===== src/rtl/add_round_key_pkg.sv =====
//------------------------------------------------------------------------------
// Module   : add_round_key_pkg
// Purpose  : Shared constants and the elaboration-time width check for the
//            AES AddRoundKey stage.
// Contents : AES_BLOCK_W   - width of a full AES block (128)
//            AES_BYTE_W    - width of one AES byte lane (8)
//            DEFAULT_WIDTH - default state/key width of the stage
//            width_is_byte_aligned() - true when a width is a positive whole
//                                      number of byte lanes
// Revision : 1.0 - initial release
//------------------------------------------------------------------------------
`default_nettype none
`timescale 1ns/1ps

package add_round_key_pkg;

    localparam int AES_BLOCK_W   = 128;
    localparam int AES_BYTE_W    = 8;
    localparam int DEFAULT_WIDTH = 8;

    function automatic bit width_is_byte_aligned(input int w);
        return (w > 0) && ((w % AES_BYTE_W) == 0);
    endfunction

endpackage

`default_nettype wire


===== src/rtl/rk_skid_buffer.sv =====
//------------------------------------------------------------------------------
// Module   : rk_skid_buffer
// Purpose  : Two-entry valid/ready skid buffer. A main register drives the
//            output; a skid register catches one extra word so that in_ready
//            can be a pure register output (no combinational path from
//            out_ready). Words leave in acceptance order.
// Ports    : clk       - clock, rising edge
//            rst       - asynchronous active-high reset
//            in_data   - word to store          in_valid  - in_data is valid
//            in_ready  - buffer can accept      out_data  - head word
//            out_valid - out_data is valid      out_ready - head is taken
// Revision : 1.0 - initial release
//------------------------------------------------------------------------------
`default_nettype none
`timescale 1ns/1ps

module rk_skid_buffer #(
    parameter int WIDTH = 8
) (
    input  logic             clk,
    input  logic             rst,
    input  logic [WIDTH-1:0] in_data,
    input  logic             in_valid,
    output logic             in_ready,
    output logic [WIDTH-1:0] out_data,
    output logic             out_valid,
    input  logic             out_ready
);

    logic [WIDTH-1:0] r_main_data;
    logic             r_main_valid;
    logic [WIDTH-1:0] r_skid_data;
    logic             r_skid_valid;
    // Registered ready: held low during reset, rises on the first edge after
    // reset releases, and otherwise mirrors "skid register empty".
    logic             r_ready;

    logic [WIDTH-1:0] w_main_data_n;
    logic             w_main_valid_n;
    logic [WIDTH-1:0] w_skid_data_n;
    logic             w_skid_valid_n;
    logic             w_accept;
    logic             w_xfer;

    assign w_accept = in_valid && r_ready;
    assign w_xfer   = r_main_valid && out_ready;

    always_comb begin
        w_main_data_n  = r_main_data;
        w_main_valid_n = r_main_valid;
        w_skid_data_n  = r_skid_data;
        w_skid_valid_n = r_skid_valid;

        // Head leaves: promote the skid word if there is one.
        if (w_xfer) begin
            if (r_skid_valid) begin
                w_main_data_n  = r_skid_data;
                w_skid_valid_n = 1'b0;
            end else begin
                w_main_valid_n = 1'b0;
            end
        end

        // New word lands in main when main is (or is becoming) free, else in
        // skid. Accept with a full skid cannot happen since r_ready is low.
        if (w_accept) begin
            if (!r_main_valid || (w_xfer && !r_skid_valid)) begin
                w_main_data_n  = in_data;
                w_main_valid_n = 1'b1;
            end else begin
                w_skid_data_n  = in_data;
                w_skid_valid_n = 1'b1;
            end
        end
    end

    always_ff @(posedge clk or posedge rst) begin
        if (rst) begin
            r_main_data  <= '0;
            r_main_valid <= 1'b0;
            r_skid_data  <= '0;
            r_skid_valid <= 1'b0;
            r_ready      <= 1'b0;
        end else begin
            r_main_data  <= w_main_data_n;
            r_main_valid <= w_main_valid_n;
            r_skid_data  <= w_skid_data_n;
            r_skid_valid <= w_skid_valid_n;
            r_ready      <= !w_skid_valid_n;
        end
    end

    assign in_ready  = r_ready;
    assign out_data  = r_main_data;
    assign out_valid = r_main_valid;

endmodule

`default_nettype wire


===== src/rtl/add_round_key.sv =====
//------------------------------------------------------------------------------
// Module   : add_round_key
// Purpose  : AES AddRoundKey: state XOR round key. Provides a zero-latency
//            combinational result and a registered copy behind a 2-entry
//            valid/ready skid buffer for pipelined round logic.
// Ports    : clk       - clock, rising edge
//            rst       - asynchronous active-high reset
//            in1       - state word            in2       - round-key word
//            out       - in1 ^ in2 (combinational)
//            in_valid  - in1/in2 carry a transaction
//            in_ready  - stage can accept a transaction (registered)
//            out_q     - registered XOR result
//            out_valid - out_q is valid        out_ready - out_q is taken
// Revision : 1.0 - initial release
//------------------------------------------------------------------------------
`default_nettype none
`timescale 1ns/1ps

module add_round_key
    import add_round_key_pkg::*;
#(
    parameter int WIDTH = DEFAULT_WIDTH
) (
    input  logic             clk,
    input  logic             rst,
    input  logic [WIDTH-1:0] in1,
    input  logic [WIDTH-1:0] in2,
    output logic [WIDTH-1:0] out,
    input  logic             in_valid,
    output logic             in_ready,
    output logic [WIDTH-1:0] out_q,
    output logic             out_valid,
    input  logic             out_ready
);

    // AES operates on whole byte lanes; reject any other width at elaboration.
    if (!width_is_byte_aligned(WIDTH)) begin : g_width_check
        $error("add_round_key: WIDTH must be a positive multiple of 8");
    end

    logic [WIDTH-1:0] w_xor;

    assign w_xor = in1 ^ in2;
    assign out   = w_xor;

    rk_skid_buffer #(
        .WIDTH (WIDTH)
    ) u_skid (
        .clk       (clk),
        .rst       (rst),
        .in_data   (w_xor),
        .in_valid  (in_valid),
        .in_ready  (in_ready),
        .out_data  (out_q),
        .out_valid (out_valid),
        .out_ready (out_ready)
    );

endmodule

`default_nettype wire


===== config.mk =====
export PLATFORM = sky130hd
export DESIGN_NAME = add_round_key
export DESIGN_NICKNAME = d
export VERILOG_FILES = /design/src/rtl/add_round_key_pkg.sv /design/src/rtl/rk_skid_buffer.sv /design/src/rtl/add_round_key.sv
export SDC_FILE = /design/constraint.sdc
export NUM_CORES = 1
export LEC_CHECK = 0
export CAP_MARGIN = 20
export CORE_MARGIN = 1
export CORE_UTILIZATION = 41
export CTS_CLUSTER_DIAMETER = 120
export DETAILED_ROUTE_END_ITERATION = 10
export PLACE_DENSITY = 0.89
export SLEW_MARGIN = 25
export SYNTH_ARGS = -nofsm -noshare
export SYNTH_HDL_FRONTEND = slang
export SYNTH_SLANG_ARGS = --single-unit
export TNS_END_PERCENT = 50

===== constraint.sdc =====
create_clock -name clk -period 1.3 [get_ports clk]
set_input_delay 0.13 -clock clk [delete_from_list [all_inputs] [get_ports clk]]
set_output_delay 0.13 -clock clk [all_outputs]
set_load 0.1 [all_outputs]

==> results.rst, run 1 <==
.. list-table::
   :header-rows: 1

   * - Metric
     - Value
   * - Fin. max-slew vios
     - 0
   * - Synthesized Nets
     - 90
   * - Crit path max-delay cell type
     - dfrtp_4
   * - Hpwl dp
     - 1.94 mm
   * - Crit path buffers/inverters
     - 0
   * - Die Ht
     - 48.7 um
   * - Critical-path cell list
     - a22oi_2 > a21oi_2 > o221a_2
   * - Clock input transition at the sequential cells of the worst setup and hold paths
     - 0.10 ns
   * - Yosys warning count
     - 0
   * - Number of fill cells
     - 94
   * - Yosys reg bits
     - 19
   * - Area growth from synthesis to final layout
     - 92.9%
   * - Final Power
     - 4.51 mW
   * - Tightest Hold Check Type
     - in2async
   * - Post-synth EDFFs
     - 0
   * - Period minus WS final
     - 1.28 ns
   * - Cell leakage power
     - 0.714 nW
   * - Largest fanout on the critical path
     - 9
   * - GRT met2 Usage
     - 44.2%
   * - Net count reported at finish
     - 137
   * - Fraction of final layout cells sized beyond drive strength 1
     - 56.0%
   * - Global route overflow
     - 0
   * - Setup Slack @ Placement
     - -0.232 ns
   * - Post-Syn Area per Cell
     - 12.8 um^2
   * - Source-to-sink clock delay at the later pin of the worst-skew pair
     - 0.30 ns
   * - Top cell types by occurrence after synthesis
     - 19 x dfrtp_1, 8 x mux2_2, 8 x xor2_1
   * - Clk Tree Root Cell
     - clkbuf_4
   * - Port-buffer cells
     - 37
   * - DRC errors left
     - 0
   * - Sequential fraction of the synthesis area
     - 53.1%
   * - Launching instance or port of the critical path
     - u_skid.out_valid$_DFF_PP0_
   * - Number of antenna diodes
     - 0
   * - Share of the cycle needed by the critical path after routing
     - 98.8%
   * - Total number of clock tree sinks
     - 19
   * - Type of element launching the critical path
     - flop
   * - Final Setup Violations
     - 0
   * - Maximum clock rate
     - 0.778 GHz
   * - Final hold viol count
     - 0
   * - Worst max-slew margin expressed relative to the limit
     - 76.2%
   * - Clock skew after layout
     - 0.000696 ns
   * - Routed via count
     - 768
   * - GR met1 Demand/Resource
     - 25.0%
   * - DRT iter0 DRCs
     - 11
   * - Transition time at the pin with the least slew margin
     - 0.357 ns
   * - Required time of the critical path
     - 1.50 ns
   * - Critical R2R Launch
     - u_skid.out_valid$_DFF_PP0_
   * - Site Rows
     - 16
   * - Area share of the leading cell type in the synthesized netlist
     - 53.1%
   * - Maximum single-stage delay on the critical path
     - 0.57 ns
   * - Leading cell type by number of instances after synthesis
     - dfrtp_1
   * - Post-synthesis cell type with the largest combined area
     - dfrtp_1
   * - Antenna violations before repair
     - 0
   * - End of the worst register-to-register path
     - u_skid.out_data[4]$_DFF_PP0_
   * - Detailed-route wire length per cell
     - 18.4 um
   * - Max VDD drop
     - 2.02 mV
   * - Setup repair after global routing missed its margin
     - yes
   * - CTS tree
     - yes
   * - First-pass GRT wire length
     - 4.04 mm
   * - Category of the most critical setup path
     - reg2reg
   * - Hold WS
     - 0.146 ns
   * - Peak-usage layer in the global routing report
     - met2
   * - Number of nets with antenna violations after detailed routing
     - 0
   * - Router iterations before antenna repair
     - 4
   * - Vias in the first global route
     - 857
   * - Crit. End Element
     - flop
   * - Post-synth design cell area
     - 895 um^2
   * - Routed WL
     - 2.64 mm
   * - Number of cells on the critical path
     - 3
   * - Distinct cell type count after synthesis
     - 20
   * - Family of cells with the greatest summed delay on the critical path
     - compound AO/OA/AOI/OAI gates
   * - H-tree depth reported by CTS
     - 1
   * - Global Route Usage Sum
     - 23.5%
   * - Final estimated routing congestion in global placement
     - 0.740
   * - Synth async-reset ratio
     - 100%
   * - Top-level I/O count
     - 38
   * - Clk buf depth
     - 2
   * - Max-capacitance violation count
     - 0
   * - Maximum number of pins on one net before global-route repair
     - 20
   * - Setup slack of the most critical reg-to-reg path
     - 0.02 ns
   * - Core Region
     - 2000 um^2
   * - CTS Buf Count
     - 3
   * - Cells taking the most area after synthesis
     - dfrtp_1 53%, mux2_2 10%, o221a_2 8.8%
   * - Setup ws final
     - 0.0154 ns
   * - M3 GR Usage
     - 3.77%
   * - Result of the run
     - finished, final reports clean
   * - Initial Util
     - 44.7%
   * - Number of cell instances on the worst register-to-register path
     - 3
   * - Hold_buf cts
     - 0
   * - DIE WIDTH
     - 48.7 um
   * - Arr. time, crit path
     - 1.48 ns
   * - Flip-flop cell with the highest count after synthesis
     - dfrtp_1
   * - Capturing instance or port of the critical path
     - u_skid.out_data[4]$_DFF_PP0_
   * - Count of mapped cells out of synthesis
     - 70
   * - Drt via density
     - 5.37
   * - Cell Pwr Density
     - 2610 nW/um^2
   * - Total Die Area
     - 2370 um^2
## worst register-to-register path, cell delays in order (launching register included)
cell	delay, ns
dfrtp_4	0.57
a22oi_2	0.22
a21oi_2	0.11
o221a_2	0.27
## per-stage QoR
stage	cells	setup TNS [ns]	instance area, um^2	util (%)
detailed placement	138	-2.75	1680	83.8
global placement	138	-1.80	1680	83.8
floorplan	70	-1.41	1070	-
finish	143	0	1730	86.2
CTS	142	0	1710	85.4
global route	143	-0.0932	1730	86.2
## placed cells by master (no fill, tap or decap), drive strengths merged
| cell type | count |
|---|---|
| nand3 | 1 |
| dlymetal6s2s | 1 |
| and2 | 1 |
| o21ai | 1 |
| a21o | 1 |
| inv | 2 |
| and3b | 1 |
| clkdlybuf4s50 | 18 |
| nor2 | 1 |
| nand2 | 6 |
| buf | 24 |
| o221a | 7 |
| xor2 | 8 |
| a22oi | 1 |
| dfrtp | 19 |
| o211a | 1 |
| mux2 | 8 |
| clkbuf | 4 |
| or2 | 7 |
| nand2b | 2 |
| a21oi | 1 |
| nand4 | 1 |
## state kept, by name, indices dropped and copies added, names as in the netlist
| signal | flops |
|---|---|
| u_skid.out_data | 8 |
| u_skid.r_skid_data | 8 |
| u_skid.in_ready | 1 |
| u_skid.out_valid | 1 |
| u_skid.r_skid_valid | 1 |
## layer usage
metal / wire [um] / part of all wire (%)
met1: 951 / 36
met2: 1520 / 58
met3: 106 / 4.0
met4: 59 / 2.2
met5: 0 / 0
## cell families after synthesis
logic type,after synthesis,share of synthesized area [%]
AO/OA/AOI/OAI,12,13.1
XOR/XNOR,8,7.83
buffers and inverters,3,1.68
flip-flops,19,53.1
multiplexers,8,10.1
AND/OR/NAND/NOR,20,14.1
## power by group
group / internal [mW] / leakage [nW] / switching [mW]
sequential: 0.907 / 0.216 / 0.319
clock: 0.120 / 0.0150 / 0.182
combinational: 1.19 / 0.483 / 1.79
total: 2.22 / 0.714 / 2.29
## final cells by class
class | instances | area (um^2) | share of cell area (%)
repair buffers | 43 | 598 | 34.7
multi-input cells | 48 | 577 | 33.4
well taps | 27 | 33.8 | 1.96
clock buffers | 4 | 26.3 | 1.52
inverters | 2 | 7.51 | 0.435
flip-flops and latches | 19 | 483 | 28.0
## what timing repair did
| action | 4_1_cts | 5_1_grt |
|---|---|---|
| buffers inserted | 0 | 1 |
| gates resized for setup | 2 | 2 |
| pin swaps | 0 | 1 |
| setup endpoints to repair | 7 | 16 |
## worst min path at each step
stage / end / slack, ns / start
floorplan: u_skid.in_ready$_DFF_PP0_ / 0.08 / rst
global placement: u_skid.out_data[4]$_DFF_PP0_ / 0.47 / rst
detailed placement: u_skid.r_skid_data[3]$_DFFE_PP0P_ / 0.48 / rst
CTS: u_skid.r_skid_data[3]$_DFFE_PP0P_ / 0.15 / rst
global route: u_skid.r_skid_data[3]$_DFFE_PP0P_ / 0.20 / rst
finish: u_skid.r_skid_data[0]$_DFFE_PP0P_ / 0.15 / rst
Power figures use the tool's default switching activity.
==> run 2: changes to the inputs <==
--- a/config.mk
+++ b/config.mk
@@ -5,12 +5,13 @@
 export SDC_FILE = /design/constraint.sdc
 export NUM_CORES = 1
 export LEC_CHECK = 0
+export ABC_AREA = 1
 export CAP_MARGIN = 20
 export CORE_MARGIN = 1
-export CORE_UTILIZATION = 41
+export CORE_UTILIZATION = 30
 export CTS_CLUSTER_DIAMETER = 120
 export DETAILED_ROUTE_END_ITERATION = 10
-export PLACE_DENSITY = 0.89
+export PLACE_DENSITY = 0.69
 export SLEW_MARGIN = 25
 export SYNTH_ARGS = -nofsm -noshare
 export SYNTH_HDL_FRONTEND = slang
==> run 2 against run 1 <==
Worst hold slack better by 0.0063 ns. Die area increased by 55%. Global-route usage down 8.3 points. Final cell count grew 45%. Clock skew grew 0.00059 ns. Clock power down 5%. First-iteration DRC count rose by 150%. Routed wire length is 6.2% lower. Count of clock-buffer cells in the layout did not move. Highest routed layer unchanged.
==> results.rst, run 2 <==
.. list-table::
   :header-rows: 1

   * - Metric
     - Value
   * - Post-synth design cell area
     - 1030 um^2
   * - Largest fanout on the critical path
     - 3
   * - CTS Buf Count
     - 3
   * - Maximum single-stage delay on the critical path
     - 0.57 ns
   * - Max-capacitance violation count
     - 0
   * - DIE WIDTH
     - 60.7 um
   * - Resized Gates After CTS
     - 0
   * - First-pass GRT wire length
     - 4.04 mm
   * - Net count reported at finish
     - 184
   * - Combinational family with the most area after synthesis
     - simple AND/OR/NAND/NOR gates
   * - Type of element launching the critical path
     - input port
   * - Sw power
     - 2.41 mW
   * - Distinct cell type count after synthesis
     - 13
   * - DRC errors left
     - 0
   * - Fin. max-slew vios
     - 0
   * - Vias in the first global route
     - 890
   * - Area growth from synthesis to final layout
     - 73.2%
   * - Count of mapped cells out of synthesis
     - 119
   * - Crit. End Element
     - output port
   * - Number of nets with antenna violations after detailed routing
     - 0
   * - Clk Tree Root Cell
     - clkbuf_4
   * - Adder-cell share of the synthesized area
     - 0%
   * - Worst max-slew margin expressed relative to the limit
     - 83.9%
   * - Drt via density
     - 4.67
   * - Cell leakage power
     - 0.839 nW
   * - Core Region
     - 3150 um^2
   * - H-tree depth reported by CTS
     - 1
   * - Setup repair after global routing missed its margin
     - no
   * - Placed Cells incl. Taps
     - 203
   * - DRT iter0 DRCs
     - 27
   * - Yosys reg bits
     - 19
   * - Post-Syn Area per Cell
     - 8.67 um^2
   * - Setup Slack @ Placement
     - -0.0161 ns
   * - Global route overflow
     - 0
   * - Post-Synth XOR/XNOR Area
     - 12.6%
   * - Logic pwr share
     - 66.5%
   * - Routed via count
     - 966
   * - Fraction of final layout cells sized beyond drive strength 1
     - 28.2%
   * - Port-buffer cells
     - 37
   * - Switching part of the total power
     - 54.2%
   * - Maximum clock rate
     - 0.798 GHz
   * - Initial Util
     - 32.7%
   * - Final Instance Count excl. Fillers
     - 207
   * - Source-to-sink clock delay at the later pin of the worst-skew pair
     - 0.29 ns
   * - Critical-path cell list
     - clkdlybuf4s50_1 > xor2_4 > buf_12
   * - Compound-Gate Fraction of Synth Area
     - 0%
   * - Post-synth EDFFs
     - 0
   * - Total Die Area
     - 3680 um^2
   * - Final hold viol count
     - 0
   * - CTS tree
     - yes
   * - Final Power
     - 4.45 mW
   * - Hpwl dp
     - 1.94 mm
   * - Max VDD drop
     - 1.04 mV
   * - Setup ws final
     - 0.0472 ns
   * - Tightest Hold Check Type
     - in2async
   * - Flip-flop cell with the highest count after synthesis
     - dfrtp_1
   * - Number of fill cells
     - 282
   * - Category of the most critical setup path
     - in2out
   * - Final Setup Violations
     - 0
   * - Arr. time, crit path
     - 1.12 ns
   * - Antenna violations before repair
     - 0
   * - Top-level I/O count
     - 38
   * - Post-synthesis cell type with the largest combined area
     - dfrtp_1
   * - Share of the cycle needed by the critical path after routing
     - 96.4%
   * - Final estimated routing congestion in global placement
     - 0.859
   * - Clock input transition at the sequential cells of the worst setup and hold paths
     - 0.10 ns
   * - Number of antenna diodes
     - 0
   * - Router iterations before antenna repair
     - 4
   * - Sequential fraction of the synthesis area
     - 46.1%
   * - Most frequent standard cell in the layout excluding fill and tap cells
     - nand2_1
   * - Clock skew after layout
     - 0.00128 ns
   * - Hold_buf cts
     - 0
   * - Total number of clock tree sinks
     - 19
   * - Part of the power in registers
     - 27.0%
   * - Global Route Usage Sum
     - 15.2%
   * - Leading cell type by number of instances after synthesis
     - nand2_1
   * - Number of cell instances on the worst register-to-register path
     - 6
   * - Required time of the critical path
     - 1.17 ns
   * - Share of power burned in the clock network
     - 6.4%
   * - Die Ht
     - 60.7 um
   * - Crit path max-delay cell type
     - clkdlybuf4s50_1
   * - Cell Pwr Density
     - 2490 nW/um^2
   * - Proportion of synthesized area in mux cells
     - 0%
   * - Synth async-reset ratio
     - 100%
   * - Synthesized Nets
     - 139
   * - Transition time at the pin with the least slew margin
     - 0.242 ns
   * - Result of the run
     - finished, final reports clean
   * - Area share of the leading cell type in the synthesized netlist
     - 46.1%
   * - Site Rows
     - 20
   * - Clk buf depth
     - 2
   * - Top cell types by occurrence after synthesis
     - 58 x nand2_1, 19 x dfrtp_1, 10 x nand3_1
   * - Routed WL
     - 2.47 mm
   * - Detailed-route wire length per cell
     - 11.9 um
   * - Cells taking the most area after synthesis
     - dfrtp_1 46%, nand2_1 21%, xor2_2 13%
   * - Period minus WS final
     - 1.25 ns
   * - Yosys warning count
     - 0
   * - Post-CTS setup buffer count
     - 0
   * - Highest-count cells in the layout ignoring fill and taps
     - 57 x nand2_1, 19 x clkdlybuf4s50_1, 18 x buf_12
   * - Internal power contribution
     - 2.04 mW
   * - Area fraction in and, or, nand and nor cells after synthesis
     - 35.4%
   * - Maximum number of pins on one net before global-route repair
     - 20
-- run 2: cell count changes in the layout (fill, tap and decap cells not counted), moves of 2 or more --
cell,delta
nand2_1,+51
inv_1,+3
or2_2,-7
nand3_1,+10
nand2_2,+3
o221a_2,-7
mux2_2,-8
nand4_1,+8
nand3_4,+2
inv_2,+2
-- run 2: area by class of cell --
class / count / area, um^2 / area share (%)
Clock buffer: 4 / 26.3 / 1.47
Timing Repair Buffer: 43 / 596 / 33.3
Multi-Input combinational cell: 88 / 588 / 32.9
Tap cell: 44 / 55.1 / 3.08
Sequential cell: 19 / 483 / 27.0
Inverter: 9 / 40.0 / 2.24
-- run 2: power by group through the flow --
stage	clock, mW	combinational, mW	sequential, mW
final	0.286	2.96	1.20
after global routing	0.327	3.13	1.23
after CTS	0.294	2.98	1.20
after detailed placement	0	2.97	1.21
after global placement	0	2.92	1.20
after floorplan	0	0.933	2.10
-- run 2: worst paths after layout --
kind	slack (ns)	start	to
max	0.05	in2[4]	out[4]
min	0.15	rst	u_skid.out_data[4]$_DFF_PP0_
max reg2reg	0.10	u_skid.in_ready$_DFF_PP0_	u_skid.r_skid_data[3]$_DFFE_PP0P_
min reg2reg	0.49	u_skid.r_skid_data[7]$_DFFE_PP0P_	u_skid.r_skid_data[7]$_DFFE_PP0P_
max in group asynchronous	0.92	rst	u_skid.out_valid$_DFF_PP0_
min in group clk	0.43	in_valid	u_skid.out_valid$_DFF_PP0_
-- run 2: kinds of logic (layout without fill, tap and decap cells) --
logic type,count (synthesis),count (layout)
and+or+nand+nor,80,80
DFF,19,19
buffers and inverters,12,56
xor gates and xnor gates,8,8
-- run 2: through the flow --
| step | util (%) | area, um^2 | hold WS [ns] | TNS [ns] |
|---|---|---|---|---|
| after global placement | 55.9 | 1760 | 0.465 | 0 |
| final | 56.7 | 1790 | 0.153 | 0 |
| after detailed placement | 55.9 | 1760 | 0.466 | -0.0200 |
| after global routing | 56.7 | 1790 | 0.192 | 0 |
| after floorplan | - | 1130 | 0.0812 | 0 |
| after CTS | 56.7 | 1790 | 0.160 | 0 |
-- run 2: routing by layer --
metal  global-route usage (%)  up-vias  share of wire, %
met3                     4.48        4               7.2
li1                         -      457                 -
met2                     26.8       39                54
met1                     18.1      466                38
met4                     3.90        0              0.69
met5                        0        -                 0
-- run 2: critical path: cells and delay by family --
family                 cells  cell delay (ns)
XOR/XNOR                   1             0.22
buffers and inverters      2             0.77
==> edit (config.mk and constraints of run 2) <==
`r_skid_data` no longer has a reset.
--- a/src/rtl/rk_skid_buffer.sv
+++ b/src/rtl/rk_skid_buffer.sv
@@ -80,3 +80,2 @@
             r_main_valid <= 1'b0;
-            r_skid_data  <= '0;
             r_skid_valid <= 1'b0;
@@ -86,3 +85,2 @@
             r_main_valid <= w_main_valid_n;
-            r_skid_data  <= w_skid_data_n;
             r_skid_valid <= w_skid_valid_n;
@@ -90,2 +88,6 @@
         end
+    end
+
+    always_ff @(posedge clk) begin
+        r_skid_data <= w_skid_data_n;
     end
Behaviour: no difference found for any inputs over 10 cycles, from zero or initial values and one cycle with rst high; that may be too few to reach the edited logic, so the function may still have changed.
==> edit against run 2 <==
- via count shrank 3.5%
- worst setup slack better by 45 ps
- wire length down 6.1%
- final area fell by 4.5%
- synthesized area fell by 5.9%
- sequential cell count unchanged
- critical path type is now flip-flop to primary output
Power is left out: it rests on default switching activity, and per cell area and clock period it moved more than threefold.
==> edit: results (changes against run 2) <==
critical_path:
  cp_slowest_cell: "dfrtp_4"  # was clkdlybuf4s50_1
  worstPathArrival_ps: 1080  # was 1120 ps
  critical-path-top-delay-family: "flip-flops"  # was buffers and inverters
  crit_start: "u_skid.out_valid$_DFF_PP0_"  # was in2[4]
  max_stage_delay_ps: 580
  path_max_fanout: 12  # was 3
synth:
  yosysUniqueCellTypes: 15  # was 13
  synth_compound_area_frac: 0.00515  # was 0
  synth-xor-area-share: 0  # was 0.126
  syn_nets: 136  # was 139
  synth-edff-count: 8  # was 0
  synth_fa_ha_area_frac: 0  # unchanged
  synth_mux_area_frac: 0  # unchanged
  synthArstFlopShare: 0.579  # was 1.00
  synth.area.top_cells: "dfrtp_1 28%, edfxtp_1 25%, nand2_1 16%"  # was dfrtp_1 46%, nand2_1 21%, xor2_2 13%
  synth.top_cells.by_count: "42 x nand2_1, 16 x nor2_1, 11 x dfrtp_1"  # was 58 x nand2_1, 19 x dfrtp_1, 10 x nand3_1
  seq_area_frac_synth: 0.531  # was 0.461
drt:
  wirelength_mm: 2.32  # was 2.47 mm
  via_per_inst: 4.52  # was 4.67
  drtPass1Iterations: 4  # unchanged
  dr.first_iter.drc_count: 17  # was 27
sta:
  skew_ps: 3.26  # was 1.28 ps
  worst_pin_slew_ps: 436  # was 242 ps
grt:
  grt_pass1_wl_mm: 4.08  # was 4.04 mm
  grt_antenna_before_repair: 0  # unchanged
  grt_max_degree: 13  # was 20
  grt_usage: 0.157  # was 0.152
  overflow: 0  # unchanged
  first_global_vias: 933  # was 890
clock_tree:
  numCtsBuffers: 3  # unchanged
  clk_pin_slew_ps: 100  # about the same
  cts_setup_buffers: 0  # unchanged
placed_design:
  gp_congestion: 0.846  # was 0.859
  dp_hpwl_mm: 1.86  # was 1.94 mm
  dpl_cell_area_um2: 1680  # was 1760 µm²
  io_buffers: 37  # unchanged
layout:
  drive_gt1_frac: 0.309  # was 0.282
  num-fill-cells: 277  # was 282
  nNetsFinal: 183  # was 184
outcome:
  outcome: "complete, no violations"  # unchanged
edit: cell count changes after synthesis, moves of 2 or more:
cell / change
edfxtp_1: +8
nand2_1: -16
xor2_2: -8
inv_1: +4
nand3_1: -2
buf_4: +2
nand3_4: -2
dfrtp_1: -8
buf_2: -2
nor2_1: +16
edit: cell families after synthesis:
| group | Yosys count |
|---|---|
| compound gates | 1 |
| buf+inv | 16 |
| flops | 19 |
| simple gates | 80 |
edit: metrics by stage:
stage | utilization | instances | setup WS (ps)
2_1_floorplan | - | 116 | -20.1
3_3_place_gp | 0.551 | 202 | -37.5
3_5_place_dp | 0.551 | 202 | -72.0
4_1_cts | 0.559 | 206 | 87.2
5_1_grt | 0.559 | 206 | 51.6
6_report | 0.559 | 206 | 91.9
edit: final cells by class:
class,count,share of cell area
timing repair buffer,46,0.362
sequential,19,0.306
multi-input combinational,81,0.258
tap,44,0.0322
inverter,12,0.0264
clock buffer,4,0.0154
edit: path summary, 6_finish.rpt:
| path | to | slack (ps) | cells past startpoint |
|---|---|---|---|
| max | out_valid | 90 | 1 |
| min | u_skid.out_data[4]$_DFF_PP0_ | 130 | 2 |
| max reg2reg | u_skid.r_skid_data[2]$_DFFE_PP_ | 120 | 2 |
| min reg2reg | u_skid.out_data[0]$_DFF_PP0_ | 590 | 4 |
| max in group asynchronous | u_skid.out_valid$_DFF_PP0_ | 830 | 2 |
| min in group clk | u_skid.out_valid$_DFF_PP0_ | 510 | 3 |
edit: metal layers:
layer | global-route usage | part of all wire | wire [µm]
met1 | 0.191 | 0.40 | 937
met2 | 0.281 | 0.55 | 1270
met3 | 0.0264 | 0.051 | 118
met4 | 0.0544 | 0 | 0
met5 | 0 | 0 | 0
